--- src/rtl/seq_serializer.sv ---
// seq_serializer: parallel-to-serial front end for the 1101 string detector.
// Takes WIDTH-bit words over a valid/ready handshake and emits one bit per
// clock on a registered serial line. A word accepted while the previous
// word's last bit is on the line follows it with no bubble, so bit patterns
// that straddle a word boundary stay contiguous for the detector.
//
// Handshake: a word transfers on a rising clock edge where load_valid and
// load_ready are both high. load_ready depends only on registered state
// (FSM state and bit counter), never on load_valid, so upstream may hold
// load_valid high for as long as it likes; data_in is sampled only on the
// transferring edge and ignored at all other times.
module seq_serializer #(
    parameter int WIDTH     = 8,  // word length, 2..32
    parameter int MSB_FIRST = 1   // 1: bit WIDTH-1 goes out first; 0: bit 0 first
) (
    input  logic             clock,
    input  logic             reset,
    input  logic [WIDTH-1:0] data_in,
    input  logic             load_valid,
    output logic             load_ready,
    output logic             ser_out,
    output logic             ser_valid,
    output logic             word_done,
    output logic             dbg_state   // 0 = IDLE, 1 = SHIFT
);

    localparam int CNT_W = (WIDTH > 1) ? $clog2(WIDTH) : 1;
    localparam logic [CNT_W-1:0] LAST_CNT = CNT_W'(WIDTH - 1);

    typedef enum logic {
        IDLE  = 1'b0,
        SHIFT = 1'b1
    } state_t;

    state_t             state_q, state_d;
    // Holds the bits of the current word that have not yet reached ser_out;
    // the bit on the line lives in ser_out_q.
    logic [WIDTH-1:0]   sreg_q, sreg_d;
    logic [CNT_W-1:0]   cnt_q, cnt_d;
    logic               ser_out_q, ser_out_d;
    logic               ser_valid_q, ser_valid_d;
    logic               word_done_q, word_done_d;

    logic               last_bit;
    logic               accept;

    // Bit that leaves the word first in the configured order.
    function automatic logic head_bit(input logic [WIDTH-1:0] w);
        if (MSB_FIRST != 0) begin
            return w[WIDTH-1];
        end
        return w[0];
    endfunction

    // Word with its head bit removed, next bit moved into the head position.
    function automatic logic [WIDTH-1:0] drop_head(input logic [WIDTH-1:0] w);
        if (MSB_FIRST != 0) begin
            return {w[WIDTH-2:0], 1'b0};
        end
        return {1'b0, w[WIDTH-1:1]};
    endfunction

    // State and output registers; reset lands in IDLE with a quiet line.
    always_ff @(posedge clock or posedge reset) begin
        if (reset) begin
            state_q     <= IDLE;
            sreg_q      <= '0;
            cnt_q       <= '0;
            ser_out_q   <= 1'b0;
            ser_valid_q <= 1'b0;
            word_done_q <= 1'b0;
        end else begin
            state_q     <= state_d;
            sreg_q      <= sreg_d;
            cnt_q       <= cnt_d;
            ser_out_q   <= ser_out_d;
            ser_valid_q <= ser_valid_d;
            word_done_q <= word_done_d;
        end
    end

    // Ready only in IDLE or while the last bit of a word is on the line.
    always_comb begin
        last_bit   = (state_q == SHIFT) && (cnt_q == LAST_CNT);
        load_ready = (state_q == IDLE) || last_bit;
        accept     = load_valid && load_ready;
    end

    // Next-state logic: load, advance one bit, or fall back to IDLE.
    always_comb begin
        state_d     = state_q;
        sreg_d      = sreg_q;
        cnt_d       = cnt_q;
        ser_out_d   = ser_out_q;
        ser_valid_d = ser_valid_q;
        word_done_d = 1'b0;

        if (accept) begin
            // New word: first bit goes straight onto the line, the rest is
            // kept in the shift register. Covers both IDLE and the last-bit
            // edge of a running word, which is what makes the stream gapless.
            state_d     = SHIFT;
            ser_out_d   = head_bit(data_in);
            sreg_d      = drop_head(data_in);
            cnt_d       = '0;
            ser_valid_d = 1'b1;
            word_done_d = 1'b0;
        end else begin
            case (state_q)
                IDLE: begin
                    ser_out_d   = 1'b0;
                    ser_valid_d = 1'b0;
                end
                SHIFT: begin
                    if (last_bit) begin
                        // Word finished with nothing queued behind it.
                        state_d     = IDLE;
                        sreg_d      = '0;
                        cnt_d       = '0;
                        ser_out_d   = 1'b0;
                        ser_valid_d = 1'b0;
                    end else begin
                        ser_out_d   = head_bit(sreg_q);
                        sreg_d      = drop_head(sreg_q);
                        cnt_d       = cnt_q + CNT_W'(1);
                        ser_valid_d = 1'b1;
                        // Flag the cycle in which the final bit sits on the line.
                        word_done_d = ((cnt_q + CNT_W'(1)) == LAST_CNT);
                    end
                end
                default: begin
                    state_d     = IDLE;
                    ser_out_d   = 1'b0;
                    ser_valid_d = 1'b0;
                end
            endcase
        end
    end

    // Registered outputs and state visibility.
    always_comb begin
        ser_out   = ser_out_q;
        ser_valid = ser_valid_q;
        word_done = word_done_q;
        dbg_state = state_q;
    end

endmodule

--- config.mk ---
export PLATFORM = sky130hd
export DESIGN_NAME = seq_serializer
export DESIGN_NICKNAME = d
export VERILOG_FILES = /design/src/rtl/seq_serializer.sv
export SDC_FILE = /design/constraint.sdc
export NUM_CORES = 1
export LEC_CHECK = 0
export CAP_MARGIN = 15
export CORE_MARGIN = 2
export CORE_UTILIZATION = 45
export DETAILED_ROUTE_END_ITERATION = 12
export PLACE_DENSITY = 0.79
export SYNTH_ARGS = -nofsm -noshare
export SYNTH_HDL_FRONTEND = slang
export SYNTH_SLANG_ARGS = --single-unit
--- constraint.sdc ---
create_clock -name clock -period 1.6 [get_ports clock]
set_input_delay 0.32 -clock clock [delete_from_list [all_inputs] [get_ports clock]]
set_output_delay 0.32 -clock clock [all_outputs]
set_load 0.1 [all_outputs]
==> results.ini <==
[synthesis]
synth_area_per_cell_um2=10.6
synthTopCellsByCount=sky130_fd_sc_hd__dfrtp_1, sky130_fd_sc_hd__inv_1, sky130_fd_sc_hd__mux2i_1
synth_top_cell_area_share_pct=46.6
asyncSetResetFlopFracSynth_pct=100
synth_most_common_cell=sky130_fd_sc_hd__dfrtp_1
post_synth_num_cell_types=17
synth_seq_cells=13
synth-seq-area-share_pct=46.6
ranking_of_synthesized_cells_by_area=sky130_fd_sc_hd__dfrtp_1, sky130_fd_sc_hd__mux2i_1, sky130_fd_sc_hd__o221ai_1
number_of_nets_in_the_synthesized_netlist=80
syn_area_um2=698
yosys.area.top_type=sky130_fd_sc_hd__dfrtp_1
synth_flop_cell=sky130_fd_sc_hd__dfrtp_1
synth_edf_count=0
synthCells=66
ys_warn_count=0

[sta]
timing.hold.ws_ns=0.357
fmax_mhz=591
rsz0062_at_grt=yes
post-route-period-util_pct=106
max_slew_margin_pct=67.2
period_needed_ns=1.69
count_of_pins_over_their_slew_limit=0
final.setup_skew_ns=0.00422
finalSetupViolations=1
timing_worst_slew_pin_value_ns=0.492
timing.final.ws_setup_ns=-0.0926
hold_viol=0

[finish]
drive_gt1_share_pct=22.1
area_growth_pct=37.8
stdcell_area_um2=962
fillCellCount=117
num_antenna_cells=0
finalNetCount=101

[clock_tree]
cts-root-to-sink-buffers=2
clock_tree.root_cell=sky130_fd_sc_hd__clkbuf_4
tritoncts.num_buffers=3
clk_transition_reported_paths_ns=0.08
clock_latency_ns=0.28
holdBufCountCts=0
cts_tree=yes
ctsHtreeMaxLevel=1
tritoncts_num_sinks=13

[placed_design]
place.port_buffers=15
gp_routability_congestion=0.710
detailed_place_hpwl_um=941
detailed_place.area_um2=898

[critical_path]
worstPathRequired_ns=1.28
timing.critical_path.slowest_cell_delay_ns=0.40
crit_path_cell_trace=ha_2 > ha_4 > nand2b_4 > buf_12
cp-start-kind=register
worst-setup-path-type=register to primary output
critPathMaxFanout=2
worst_ep_arrival_time_ns=1.37
worst-path-buf-inv=1
timing.critical_path.slowest_stage_cell=sky130_fd_sc_hd__dfrtp_1
endpoint_kind=primary output
family_with_the_most_delay_on_the_worst_path=flip-flops

[route]
route.detailed.vias_per_inst=5.53
routed_wire_length_mm=1.47
drcViolationCount=0
detailedRoute.firstIterationViolations=10
wire_per_inst_um=14.4
num_vias=564
drt_pass1_iterations=4
drtAntennaViolNets=0

[floorplanning]
initial_core_utilization_pct=47.4
core_area_um2=1470
rows=14
design.die.area_um2=1880
dieHeight_um=43.4
io_pins=16
chipWidth_um=43.4

[global_route]
grt_start_max_net_pins=15
antenna_violations_before_repair=0
grt_pass1_vias=549
wire_length_of_the_first_global_routing_pass_mm=2.39
grt_remaining_overflow=0
grt_use_total_pct=17.5

[status]
failing_checks=setup timing
run_status=finished, violations left

[run]
cap_viol_max_count=0

[power_and_ir_drop]
power_frac_seq_pct=30.7
clock_power_share_pct=11.2
leakage_nw=0.450
power.switching_uw=843
power.total_mw=1.86
vdd.ir_drop.worst_v=0.000757
power_switching_share_pct=45.2
power.density_cell_area_nw_per_um2=1940
cellInternalPower_mw=1.02
power.combinational.fraction_pct=58.1

[worst_hold_path]
hold_class=input port to asynchronous set/reset pin

-- stage by stage --
stage	instances	setup slack, ns	setup TNS [ns]	util, %
after floorplan	66	0.0487	0	-
after global placement	95	0.151	0	61.1
after detailed placement	95	0.114	0	61.1
after CTS	101	-0.0599	-0.0599	64.2
after global routing	102	-0.123	-0.123	65.4
final	102	-0.0926	-0.0926	65.4
-- timing repair --
item                                    CTS  global route
resized for setup                         2             1
endpoints found under the setup margin    1             1
endpoints found under the hold margin     0             0
buffers inserted                          2             1
-- final cells by class --
| class | count | area [um^2] | area share [%] |
|---|---|---|---|
| sequential | 13 | 327 | 33.9 |
| multi-input combinational | 36 | 295 | 30.7 |
| timing repair buffer | 22 | 253 | 26.3 |
| inverter | 11 | 41.3 | 4.29 |
| clock buffer | 4 | 26.3 | 2.73 |
| tap | 16 | 20.0 | 2.08 |
-- power groups by stage --
| stage | clock, mW | combinational (mW) | sequential [mW] |
|---|---|---|---|
| 2_1_floorplan | 0 | 0.530 | 0.706 |
| 3_3_place_gp | 0 | 0.943 | 0.566 |
| 3_5_place_dp | 0 | 0.962 | 0.575 |
| 4_1_cts | 0.209 | 1.02 | 0.559 |
| 5_1_grt | 0.227 | 1.15 | 0.586 |
| 6_report | 0.209 | 1.08 | 0.571 |
-- logic make-up after synthesis --
family                     share of synthesized area [%]
adders and majority gates                           5.38
muxes                                               11.5
buffers and inverters                               13.3
and+or+nand+nor                                     10.6
DFF                                                 46.6
AOI/OAI and AO/OA                                   12.7
-- registers in the layout, summed over array words and instances (netlist names) --
register	count
cnt_q	3
ser_out	1
ser_valid	1
sreg_q	7
word_done	1
-- final timing paths --
| kind | endpoint | from | depth (start not counted) | slack (ns) |
|---|---|---|---|---|
| setup / recovery | load_ready | cnt_q[0] | 4 | -0.09 |
| hold / removal | cnt_q[2] | reset | 2 | 0.36 |
| max in group asynchronous | ser_valid | reset | 2 | 0.88 |
| setup reg to reg | sreg_q[4] | cnt_q[0] | 5 | 0.20 |
| min in group clock | ser_out | sreg_q[7] | 2 | 0.54 |
| hold reg to reg | ser_out | sreg_q[7] | 2 | 0.54 |
-- layout by cell type, fill, tap and decap left out, types with 2 or more instances in the layout --
cell type / synthesis / routed
sky130_fd_sc_hd__a22o_1: 2 / 2
sky130_fd_sc_hd__buf_12: 0 / 5
sky130_fd_sc_hd__buf_4: 1 / 7
sky130_fd_sc_hd__clkbuf_4: 0 / 3
sky130_fd_sc_hd__clkdlybuf4s50_1: 0 / 10
sky130_fd_sc_hd__dfrtp_1: 13 / 12
sky130_fd_sc_hd__inv_1: 11 / 11
sky130_fd_sc_hd__mux2i_1: 8 / 8
sky130_fd_sc_hd__nand2_1: 2 / 2
sky130_fd_sc_hd__nand3_1: 7 / 7
sky130_fd_sc_hd__nor2_1: 3 / 3
sky130_fd_sc_hd__o221ai_1: 6 / 6
-- layer usage --
metal / GRT usage [%] / vias up / wire length [um]
met5: 0 / - / 0
met4: 9.09 / 0 / 23
met3: 3.75 / 4 / 59
met2: 29.3 / 17 / 774
met1: 21.3 / 275 / 608
li1: - / 268 / -
No activity file was read; power rests on OpenSTA's default activity.
